### config.mk
export PLATFORM = sky130hd
export DESIGN_NAME = branch_resolve_unit
export DESIGN_NICKNAME = d
export VERILOG_FILES = /design/src/rtl/branch_resolve_unit.sv
export SDC_FILE = /design/constraint.sdc
export NUM_CORES = 1
export LEC_CHECK = 0
export ABC_AREA = 1
export BUFFER_PORTS_ARGS = -buffer_cell sky130_fd_sc_hd__buf_2
export CAP_MARGIN = 0
export CORE_ASPECT_RATIO = 0.7
export CORE_MARGIN = 4
export CORE_UTILIZATION = 40
export CTS_CLUSTER_SIZE = 24
export DETAILED_ROUTE_END_ITERATION = 10
export PLACE_DENSITY = 0.7
export SLEW_MARGIN = 15
export SYNTH_ARGS = -nofsm -noshare
export SYNTH_HDL_FRONTEND = slang
export SYNTH_SLANG_ARGS = --single-unit
### constraint.sdc
create_clock -name clk -period 4.25 [get_ports clk]
set_clock_uncertainty 0.1 [all_clocks]
set_input_delay 1.275 -clock clk [delete_from_list [all_inputs] [get_ports clk]]
set_output_delay 1.275 -clock clk [all_outputs]
set_load 0.005 [all_outputs]
### src/rtl/branch_resolve_unit.sv
// EX-stage branch resolution: computes the real outcome/target of jal, jalr and B-type
// instructions, detects mispredicts and issues a registered PC redirect plus pipeline flushes.
module branch_resolve_unit #(
    parameter int XLEN  = 32,
    parameter int CNT_W = 32
) (
    input  logic             clk,
    input  logic             rst,
    input  logic             ex_valid,
    input  logic [6:0]       ex_opcode,
    input  logic [2:0]       ex_funct3,
    input  logic [XLEN-1:0]  ex_pc,
    input  logic [XLEN-1:0]  ex_imm,
    input  logic [XLEN-1:0]  ex_rs1,
    input  logic [XLEN-1:0]  ex_rs2,
    input  logic             ex_pred_taken,
    input  logic [XLEN-1:0]  ex_pred_pc,
    input  logic             redirect_ready,
    output logic             redirect_valid,
    output logic [XLEN-1:0]  redirect_pc,
    output logic             flush_if_id,
    output logic             flush_id_ex,
    output logic             misalign_err,
    output logic [CNT_W-1:0] br_cnt,
    output logic [CNT_W-1:0] miss_cnt
);

    localparam logic [6:0] OP_JAL    = 7'b1101111;
    localparam logic [6:0] OP_JALR   = 7'b1100111;
    localparam logic [6:0] OP_BRANCH = 7'b1100011;

    localparam logic [0:0] ST_IDLE  = 1'b0;
    localparam logic [0:0] ST_REDIR = 1'b1;

    localparam logic [XLEN-1:0]  PC_STEP = {{(XLEN-3){1'b0}}, 3'd4};
    localparam logic [CNT_W-1:0] CNT_MAX = {CNT_W{1'b1}};
    localparam logic [CNT_W-1:0] CNT_ONE = {{(CNT_W-1){1'b0}}, 1'b1};

    logic [0:0]       state_q, state_d;
    logic [XLEN-1:0]  redirect_pc_q, redirect_pc_d;
    logic             misalign_q, misalign_d;
    logic [CNT_W-1:0] br_cnt_q, br_cnt_d;
    logic [CNT_W-1:0] miss_cnt_q, miss_cnt_d;

    logic             is_cf_s;
    logic             taken_s;
    logic [XLEN-1:0]  target_s;
    logic [XLEN-1:0]  next_pc_s;
    logic             accept_s;
    logic             mispredict_s;

    // Resolve actual direction and target of the EX instruction
    always_comb begin
        is_cf_s  = 1'b0;
        taken_s  = 1'b0;
        target_s = ex_pc + ex_imm;
        case (ex_opcode)
            OP_JAL: begin
                is_cf_s = 1'b1;
                taken_s = 1'b1;
            end
            OP_JALR: begin
                is_cf_s  = 1'b1;
                taken_s  = 1'b1;
                target_s = (ex_rs1 + ex_imm) & ~{{(XLEN-1){1'b0}}, 1'b1};
            end
            OP_BRANCH: begin
                is_cf_s = 1'b1;
                case (ex_funct3)
                    3'b000:  taken_s = (ex_rs1 == ex_rs2);
                    3'b001:  taken_s = (ex_rs1 != ex_rs2);
                    3'b100:  taken_s = ($signed(ex_rs1) <  $signed(ex_rs2));
                    3'b101:  taken_s = ($signed(ex_rs1) >= $signed(ex_rs2));
                    3'b110:  taken_s = (ex_rs1 <  ex_rs2);
                    3'b111:  taken_s = (ex_rs1 >= ex_rs2);
                    default: taken_s = 1'b0;
                endcase
            end
            default: begin
                is_cf_s = 1'b0;
                taken_s = 1'b0;
            end
        endcase
        next_pc_s = taken_s ? target_s : (ex_pc + PC_STEP);
    end

    // Wrong-path instructions arriving while a redirect is pending are never accepted
    assign accept_s     = ex_valid && (state_q == ST_IDLE);
    assign mispredict_s = accept_s &&
                          ((taken_s != ex_pred_taken) || (taken_s && (target_s != ex_pred_pc)));

    // Next-state: redirect FSM, misalign pulse and saturating counters
    always_comb begin
        state_d       = state_q;
        redirect_pc_d = redirect_pc_q;
        misalign_d    = accept_s && taken_s && target_s[1];
        br_cnt_d      = br_cnt_q;
        miss_cnt_d    = miss_cnt_q;
        case (state_q)
            ST_IDLE: begin
                if (mispredict_s) begin
                    state_d       = ST_REDIR;
                    redirect_pc_d = next_pc_s;
                end else begin
                    state_d = ST_IDLE;
                end
            end
            ST_REDIR: begin
                if (redirect_ready) begin
                    state_d = ST_IDLE;
                end else begin
                    state_d = ST_REDIR;
                end
            end
            default: state_d = ST_IDLE;
        endcase
        if (accept_s && is_cf_s && (br_cnt_q != CNT_MAX)) begin
            br_cnt_d = br_cnt_q + CNT_ONE;
        end else begin
            br_cnt_d = br_cnt_q;
        end
        if (mispredict_s && (miss_cnt_q != CNT_MAX)) begin
            miss_cnt_d = miss_cnt_q + CNT_ONE;
        end else begin
            miss_cnt_d = miss_cnt_q;
        end
    end

    // State registers with synchronous reset
    always_ff @(posedge clk) begin
        if (rst) begin
            state_q       <= ST_IDLE;
            redirect_pc_q <= {XLEN{1'b0}};
            misalign_q    <= 1'b0;
            br_cnt_q      <= {CNT_W{1'b0}};
            miss_cnt_q    <= {CNT_W{1'b0}};
        end else begin
            state_q       <= state_d;
            redirect_pc_q <= redirect_pc_d;
            misalign_q    <= misalign_d;
            br_cnt_q      <= br_cnt_d;
            miss_cnt_q    <= miss_cnt_d;
        end
    end

    assign redirect_valid = (state_q == ST_REDIR);
    assign flush_if_id    = (state_q == ST_REDIR);
    assign flush_id_ex    = (state_q == ST_REDIR);
    assign redirect_pc    = redirect_pc_q;
    assign misalign_err   = misalign_q;
    assign br_cnt         = br_cnt_q;
    assign miss_cnt       = miss_cnt_q;

endmodule

==> results of run 1 <==
[metal layers]
metal | up-vias | track usage (%) | wire length (µm)
li1 | 8305 | - | -
met1 | 7456 | 43.4 | 25300
met2 | 749 | 43.1 | 21300
met3 | 74 | 7.90 | 5940
met4 | 8 | 5.86 | 1030
met5 | - | 0 | 46
[placed cells by master (no fill, tap or decap), drive strengths merged, types with 4 or more instances in the layout]
cell	n
nand2	797
buf	474
inv	378
nor2	249
nand3	199
a21oi	118
dfxtp	98
ha	96
o21ai	72
nand4	69
nor3	62
xor2	52
nor4	24
nand3b	20
xnor2	13
clkbuf	10
o21bai	8
or2	7
and2	4
clkinv	4
[stage by stage]
stage          cells  setup TNS, ns  power [mW]  hold slack, ns  cell area (µm²)
4_1_cts         3182              0        3.29           0.374            16100
2_1_floorplan   2327              0        1.77           0.360            12600
3_5_place_dp    3166         -29.05        2.42           0.361            15800
6_report        3192              0        3.36           0.378            16500
3_3_place_gp    3166         -26.64        2.40           0.357            15800
5_1_grt         3192         -0.850        3.58           0.410            16500
[state kept, by name, indices dropped and copies added (netlist names)]
name / count
redirect_pc: 32
misalign_err: 1
flush_id_ex: 1
miss_cnt: 32
br_cnt: 32
[how the worst max path moves through the flow]
stage | startpoint | end
after floorplan | ex_pc[0] | miss_cnt[23]$_SDFFE_PP0P_
after global placement | ex_rs1[1] | redirect_pc[23]$_SDFFE_PP0P_
after detailed placement | ex_rs2[3] | redirect_pc[10]$_SDFFE_PP0P_
after CTS | ex_rs2[3] | redirect_pc[10]$_SDFFE_PP0P_
after global routing | ex_imm[2] | miss_cnt[0]$_SDFFE_PP0P_
final | ex_imm[14] | miss_cnt[2]$_SDFFE_PP0P_
[timing repair]
| item | in CTS | in global routing |
|---|---|---|
| buffers inserted | 0 | 8 |
| pin swaps | 0 | 13 |
| hold buffers | 0 | 0 |
| resized for setup | 3 | 63 |
| endpoints found under the setup margin | 64 | 65 |
| cloned | 0 | 1 |
[cells by family after synthesis]
kind of cell,count (synthesis),synth area share (%)
XOR/XNOR,65,4.50
flip-flops,98,15.5
buffers and inverters,424,13.1
AND/OR/NAND/NOR,1435,48.5
adder cells (fa/ha/maj),98,9.82
AO/OA/AOI/OAI,207,8.53
[layout make-up]
cell class | count | share of cell area, %
Multi-Input combinational cell | 1805 | 56.4
Antenna cell | 1 | 0.0152
Clock inverter | 7 | 0.531
Inverter | 377 | 8.57
Sequential cell | 98 | 11.9
Tap cell | 420 | 3.18
Timing Repair Buffer | 475 | 18.1
Clock buffer | 9 | 1.36
[critical path, cell delays in order]
cell      delay, ns
buf_2          0.12
ha_1           0.35
nand2_1        0.22
inv_1          0.06
nand2_1        0.06
nand3_1        0.17
a21oi_2        0.27
nand2_1        0.11
nand2_1        0.20
inv_1          0.06
o21bai_1       0.12
nand3_1        0.10
nand2_1        0.10
nand2_1        0.06
nand2_1        0.13
nand2_1        0.09
nor2_2         0.15
nand2_4        0.13
nand3_4        0.13
buf_12         0.15
nand2_1        0.05
a21oi_1        0.14
[power by group through the flow]
| stage | clock [mW] | combinational (mW) | sequential (mW) |
|---|---|---|---|
| floorplan | 0 | 0.790 | 0.975 |
| global placement | 0 | 1.42 | 0.976 |
| detailed placement | 0 | 1.44 | 0.976 |
| CTS | 0.887 | 1.45 | 0.955 |
| global route | 0.925 | 1.69 | 0.957 |
| finish | 0.873 | 1.53 | 0.955 |
==> results_dict.tcl, run 1 <==
set metrics [dict create \
    routed_via_density 5.20 \
    rrSetupSlack_ns 1.08 \
    setup_slack_ns 0.177 \
    io_buffers 274 \
    multi_input_area_mm2 0.00930 \
    antenna_left 0 \
    routed_wl_mm 53.5 \
    finalMaxSlewViolations 0 \
    synth_edf_count 0 \
    path_class "input port to register" \
    htreeDepth 3 \
    p_switching_mw 1.33 \
    synth_area_per_cell_um2 5.43 \
    wl_per_cell_um 16.8 \
    clock_latency_ns 0.36 \
    min_from "redirect_pc[18]$_SDFFE_PP0P_" \
    combPwrFrac_pct 45.6 \
    grt_max_degree 40 \
    syn-cell-area_mm2 0.0126 \
    post-route-period-util_pct 95.8 \
    powerDensity_mw_per_mm2 204 \
    syn_inst 2327 \
    reg2reg_from "miss_cnt[3]$_SDFFE_PP0P_" \
    utilization_pct 53.0 \
    synth_top_area_cell "nand2_1" \
    whs_endpoint "redirect_pc[18]$_SDFFE_PP0P_" \
    cts_buffers 9 \
    crit_required_ns 4.43 \
    power.share.sequential_pct 28.4 \
    worst_pin_slew_ns 0.755 \
    grt_overflow 0 \
    ys.flop_type "dfxtp_1" \
    intPower_mw 2.03 \
    clk_path_buf_depth 2 \
    grt_pass1_vias 14800 \
    pin_count 275 \
    clk_pin_slew_ns 0.08 \
    ir_drop_v 0.000236 \
    drive_gt1_share_pct 20.5 \
    vias 16600 \
    yosysUniqueCellTypes 43 \
    netlist.area_leader.share_pct 23.6 \
    yosys_warnings 0 \
    place_congestion 1.01 \
    layout_min_cycle_time_ns 4.07 \
    holdPathStages 2 \
    critPathLaunchType "input port" \
    core_area_mm2 0.0311 \
    maxCapViolCount 0 \
    finalSetupViolCount 0 \
    dieArea_mm2 0.0345 \
    clock_sinks 98 \
    cts_root_buffer "clkbuf_16" \
    grt_pass1_wl_mm 80.1 \
    cts_tree "yes" \
    row_count 54 \
    crit_fanout 15 \
    grt_usage_pct 29.5 \
    drtIter0Drc 1616 \
    synth_area_leaders "nand2_1, dfxtp_1, inv_1" \
    synth-seq-area-share_pct 15.5 \
    synthTopCellsByCount "nand2_1, inv_1, nor2_1, nand3_1, a21oi_1" \
    max_freq_mhz 246 \
    initial_core_util_pct 40.6 \
    synth_seq_cells 98 \
    cp.arrival_ns 4.26 \
    maxSlewHeadroom_pct 49.2 \
    final_nets 3039 \
    worstReg2RegEnd "miss_cnt[31]$_SDFFE_PP0P_" \
    hpwl_mm 45.8 \
    die_h_um 157 \
    syn_nets 2600 \
    drtPass1Iterations 7 \
    r2r_cells 12 \
    status "finished, final reports clean" \
    hold_viol 0 \
    async_flop_share_pct 0 \
    synthToLayoutAreaGrowth_pct 30.6 \
    fillers 3362 \
    dp_slack_ns -0.491 \
    regArea_mm2 0.00196 \
    cp-end-kind "register" \
    drc 0 \
    clkPwrFrac_pct 26.0 \
    switching_share_pct 39.5 \
    synth.most_common_cell "nand2_1" \
    p_leak_nw 8.96 \
    antenna_found_initial 5 \
    hold_class "register to register" \
    die_w_um 220 \
]
No activity file was read; power rests on OpenSTA's default activity.
==> run 2, diff against run 1 <==
ABC_AREA = unset   (was 1)
==> results_dict.tcl, run 2 <==
set metrics [dict create \
    crit_path_start "ex_imm[13]" \
    synthToLayoutAreaGrowth_pct 52.2 \
    total_power_mw 3.64 \
    fillers 2535 \
    worstReg2RegEnd "miss_cnt[16]$_SDFFE_PP0P_" \
    synth_area_per_cell_um2 7.38 \
    ir_drop_v 0.000212 \
    antenna_cells 0 \
    initial_core_util_pct 40.5 \
    synthTopCellsByCount "nand2_1, a21oi_1, nor2_1, dfxtp_1, ha_1" \
    cp.arrival_ns 5.28 \
    drtPass1Iterations 5 \
    cts_buffers 9 \
    finalSetupViolCount 65 \
    synth-seq-area-share_pct 16.8 \
    fin_area_mm2 0.0178 \
    synth_edf_count 0 \
    reg2reg_from "miss_cnt[1]$_SDFFE_PP0P_" \
    maxSlewHeadroom_pct 48.2 \
    routed_wl_mm 51.6 \
    final_common_cell "buf_4" \
    powerDensity_mw_per_mm2 205 \
    hold_viol 0 \
    tns_ns -52.49 \
    hold_class "register to register" \
    clk_pin_slew_ns 0.07 \
    grt_pass1_wl_mm 77.8 \
    rrSetupSlack_ns 1.07 \
    placed_area_mm2 0.0166 \
    place_congestion 1.05 \
    violations "setup timing" \
    wl_per_cell_um 19.6 \
    syn_inst 1581 \
    grt_pass1_vias 14300 \
    multi_input_area_mm2 0.00967 \
    drive_gt1_share_pct 39.3 \
    maxCapViolCount 0 \
    clk_path_buf_depth 2 \
    drc 0 \
    path_class "input port to register" \
    synth_top_area_cell "dfxtp_1" \
    rsz0062_at_grt "yes" \
    regArea_mm2 0.00196 \
    crit_required_ns 4.38 \
    async_flop_share_pct 0 \
    ys.flop_type "dfxtp_1" \
    max_freq_mhz 194 \
    pin_count 275 \
    io_buffers 274 \
    layout_min_cycle_time_ns 5.16 \
    routed_via_density 5.83 \
    grt_overflow 0 \
    yosys_warnings 0 \
    cts_tree "yes" \
    syn-cell-area_mm2 0.0117 \
    critPathLaunchType "input port" \
    htreeDepth 3 \
    endpoint "miss_cnt[16]$_SDFFE_PP0P_" \
    r2r_cells 11 \
    die_h_um 151 \
    row_count 52 \
    final_nets 2514 \
    post-route-period-util_pct 121 \
    antenna_found_initial 1 \
    hold_buffers 0 \
    clock_sinks 98 \
    crit_fanout 6 \
    cp-end-kind "register" \
    netlist.area_leader.share_pct 16.8 \
    antenna_left 0 \
    status "finished with violations" \
    synth.most_common_cell "nand2_1" \
    vias 15300 \
    p_leak_nw 8.08 \
    clock_latency_ns 0.34 \
    worst_pin_slew_ns 0.776 \
    cts_root_buffer "clkbuf_16" \
    syn_nets 1854 \
    yosysUniqueCellTypes 88 \
    setup_slack_ns -0.908 \
    dp_slack_ns -1.66 \
    grt_max_degree 66 \
    hpwl_mm 41.5 \
    finalMaxSlewViolations 0 \
    final_cell_mix "buf_4, buf_2, nand2_1, a21oi_1, nor2_1" \
    dieArea_mm2 0.0320 \
    grt_usage_pct 30.3 \
    synth_seq_cells 98 \
    die_w_um 212 \
    synth_area_leaders "dfxtp_1, ha_1, a21oi_1" \
    core_area_mm2 0.0288 \
    drtIter0Drc 1505 \
]
[run 2: changes by cell type after synthesis, sizes merged, moves of 28 or more]
cell	previous run	this run
and3	2	37
clkbuf	21	54
inv	376	52
nand2	797	144
nand3	199	72
nor2	249	117
o31ai	1	29
or3	0	29
xnor2	13	67
[run 2: through the flow]
stage,util [%],cells,hold slack (ns)
2_1_floorplan,-,1581,0.371
3_3_place_gp,57.6,2584,0.353
3_5_place_dp,57.6,2584,0.360
4_1_cts,60.6,2621,0.375
5_1_grt,61.6,2624,0.386
6_report,61.6,2624,0.372
[run 2: layout make-up]
cell class                      count  share of cell area (%)
Clock buffer                       12                    1.39
Clock inverter                      4                   0.155
Inverter                           52                    1.10
Multi-Input combinational cell   1335                    54.4
Sequential cell                    98                    11.0
Tap cell                          378                    2.66
Timing Repair Buffer              745                    29.2
[run 2: logic make-up (layout without fill, tap and decap cells)]
logic type / after synthesis / in the layout / synth area share (%)
adders and majority gates: 98 / 98 / 10.6
AOI/OAI and AO/OA: 461 / 461 / 26.6
xor gates and xnor gates: 129 / 129 / 10.3
DFF: 98 / 98 / 16.8
muxes: 20 / 20 / 1.77
and+or+nand+nor: 627 / 627 / 28.2
buffers and inverters: 148 / 813 / 5.67
[run 2: worst min-delay path by stage]
stage / cells past startpoint / slack [ns] / start / endpoint
2_1_floorplan: 2 / 0.37 / redirect_pc[1]$_SDFFE_PP0P_ / redirect_pc[1]$_SDFFE_PP0P_
3_3_place_gp: 1 / 0.35 / redirect_pc[5]$_SDFFE_PP0P_ / redirect_pc[5]$_SDFFE_PP0P_
3_5_place_dp: 1 / 0.36 / redirect_pc[8]$_SDFFE_PP0P_ / redirect_pc[8]$_SDFFE_PP0P_
4_1_cts: 1 / 0.37 / redirect_pc[8]$_SDFFE_PP0P_ / redirect_pc[8]$_SDFFE_PP0P_
5_1_grt: 1 / 0.39 / redirect_pc[5]$_SDFFE_PP0P_ / redirect_pc[5]$_SDFFE_PP0P_
6_report: 1 / 0.37 / redirect_pc[21]$_SDFFE_PP0P_ / redirect_pc[21]$_SDFFE_PP0P_
[run 2: critical path, cell delays in order]
cell and delay [ns]:
buf_2 0.13, ha_1 0.35, buf_4 0.18, nand2_1 0.20, nor2_2 0.12, a2111oi_4 0.39
a21oi_1 0.15, or3b_4 0.43, a221oi_2 0.25, o21a_1 0.16, or4b_4 0.48, a2111oi_4 0.24
and4_4 0.40, buf_12 0.16, nor4_2 0.05, mux2_1 0.32
[run 2: power breakdown]
group / internal [mW] / switching, mW
registers: 0.937 / 0.0121
logic: 0.947 / 0.980
clock network: 0.413 / 0.348
total: 2.30 / 1.34
[run 2: metal layers]
| layer | track usage (%) | part of all wire, % |
|---|---|---|
| met5 | 0 | 0.025 |
| met4 | 7.48 | 2.9 |
| met3 | 5.30 | 9.6 |
| met2 | 46.1 | 42 |
| met1 | 44.3 | 45 |
[run 2: repair_timing]
item,in CTS,in global routing
resized for setup,75,66
gates cloned,5,0
pin swaps,43,24
endpoints found under the setup margin,65,65
setup buffers,17,4
==> run 3, diff against run 2 <==
CORE_ASPECT_RATIO = unset   (was 0.7)
==> results_dict.tcl, run 3 (same netlist as run 2, synthesis figures left out) <==
set metrics [dict create \
    rsz0062_at_grt "yes" \
    setup_slack_ns -0.921 \
    fin_area_mm2 0.0179 \
    grt_usage_pct 29.1 \
    pin_count 275 \
    clk_pin_slew_ns 0.07 \
    wl_met1_mm 21.1 \
    wl_met3_mm 3.67 \
    slowest_delay_ns 0.38 \
    p_leak_nw 8.17 \
    finalSetupViolCount 65 \
    final_common_cell "buf_4" \
    io_buffers 274 \
    placed_area_mm2 0.0167 \
    cp_num_buf_inv 5 \
    clk_path_buf_depth 2 \
    clkPwrFrac_pct 21.0 \
    cp.depth 19 \
    p_switching_mw 1.32 \
    ir_drop_v 0.000146 \
    row_count 62 \
    grt_pass1_wl_mm 74.9 \
    critPathLaunchType "input port" \
    post-route-period-util_pct 122 \
    crit_fanout 10 \
    grt_pass1_vias 14400 \
    maxCapViolCount 0 \
    drtIter0Drc 1404 \
    routed_via_density 5.74 \
    holdPathStages 1 \
    total_power_mw 3.61 \
    dp_slack_ns -1.49 \
    crit_chain "buf_2, and2_1, fa_2, a211oi_4, o21ai_2, a211o_1, buf_4, o21a_1, o21ai_1, o21ai_1, xnor2_1, a21o_1, a2111oi_4, buf_4, and4_4, buf_12, buf_12, nor4_1, a31o_1" \
    status "finished with violations" \
    clock_latency_ns 0.34 \
    grt_max_degree 100 \
    r2r_cells 11 \
    cts_root_buffer "clkbuf_16" \
    initial_core_util_pct 40.6 \
    final_nets 2534 \
    final_cell_mix "buf_4, buf_2, nand2_1, a21oi_1, nor2_1" \
    top_layer "met5" \
    wl_per_cell_um 18.5 \
    clock_sinks 98 \
    cp-end-kind "register" \
    violations "setup timing" \
    synthToLayoutAreaGrowth_pct 53.5 \
    met2_wirelength_mm 22.9 \
    cp.arrival_ns 5.31 \
    hold_buffers 0 \
    core_area_mm2 0.0288 \
    power.share.sequential_pct 26.3 \
    intPower_mw 2.29 \
    hold_class "register to register" \
    maxSlewHeadroom_pct 28.6 \
    critPathTopFamily "compound AO/OA/AOI/OAI gates" \
    path_class "input port to register" \
    drtPass1Iterations 6 \
    place_congestion 0.975 \
    fin_hold_ws_ns 0.372 \
    crit_required_ns 4.39 \
    vias 15200 \
    drive_gt1_share_pct 39.8 \
    powerDensity_mw_per_mm2 201 \
    die_h_um 179 \
    combPwrFrac_pct 52.6 \
    hold_viol 0 \
    finalMaxSlewViolations 0 \
    grt_overflow 0 \
    layout_min_cycle_time_ns 5.17 \
    drc 0 \
    cts_buffers 9 \
    switching_share_pct 36.4 \
    max_freq_mhz 193 \
    dieArea_mm2 0.0320 \
    cts_tree "yes" \
    antenna_found_initial 3 \
    hpwl_mm 39.9 \
    routed_wl_mm 49.0 \
    die_w_um 179 \
    worst_pin_slew_ns 1.07 \
    htreeDepth 3 \
    antenna_left 0 \
    slowest_stage "fa_2" \
]
## run 3: final cells by class
cell class              count  area [µm²]
inverters                  52         195
diodes                      1        2.50
clock inverters             6        41.3
clock buffers              10         229
well taps                 384         480
multi-input cells        1337        9670
flip-flops and latches     98        1960
repair buffers            763        5340
fillers                  2582       10900
## run 3: metrics by stage
step	util [%]	TNS, ns	instances
finish	62.3	-54.91	2651
global route	62.2	-68.20	2650
CTS	61.7	-52.21	2651
detailed placement	58.0	-91.38	2604
global placement	58.0	-87.84	2604
floorplan	-	-37.90	1581
## run 3: metal layers
metal	track usage, %	vias to the layer above
met2	49.8	614
met5	0	-
li1	-	7315
met3	3.12	92
met1	39.0	7191
met4	7.55	2
## run 3: what timing repair did
| item | 4_1_cts | 5_1_grt |
|---|---|---|
| setup buffers | 24 | 3 |
| cloned | 7 | 1 |
| pin swaps | 54 | 24 |
| setup endpoints to repair | 65 | 65 |
| resized for setup | 94 | 53 |
## run 3: final timing paths
check	slack [ns]	start	to
max reg2reg	1.00	miss_cnt[0]$_SDFFE_PP0P_	miss_cnt[14]$_SDFFE_PP0P_
min reg2reg	0.37	redirect_pc[19]$_SDFFE_PP0P_	redirect_pc[19]$_SDFFE_PP0P_
min	0.37	redirect_pc[19]$_SDFFE_PP0P_	redirect_pc[19]$_SDFFE_PP0P_
max	-0.92	ex_rs1[0]	redirect_pc[12]$_SDFFE_PP0P_
## run 3: power groups by stage
stage	Combinational, mW	Sequential (mW)	Clock [mW]
detailed placement	1.75	0.971	0
global placement	1.72	0.971	0
floorplan	0.849	0.969	0
CTS	1.85	0.951	0.763
finish	1.90	0.951	0.760
global route	2.05	0.952	0.794
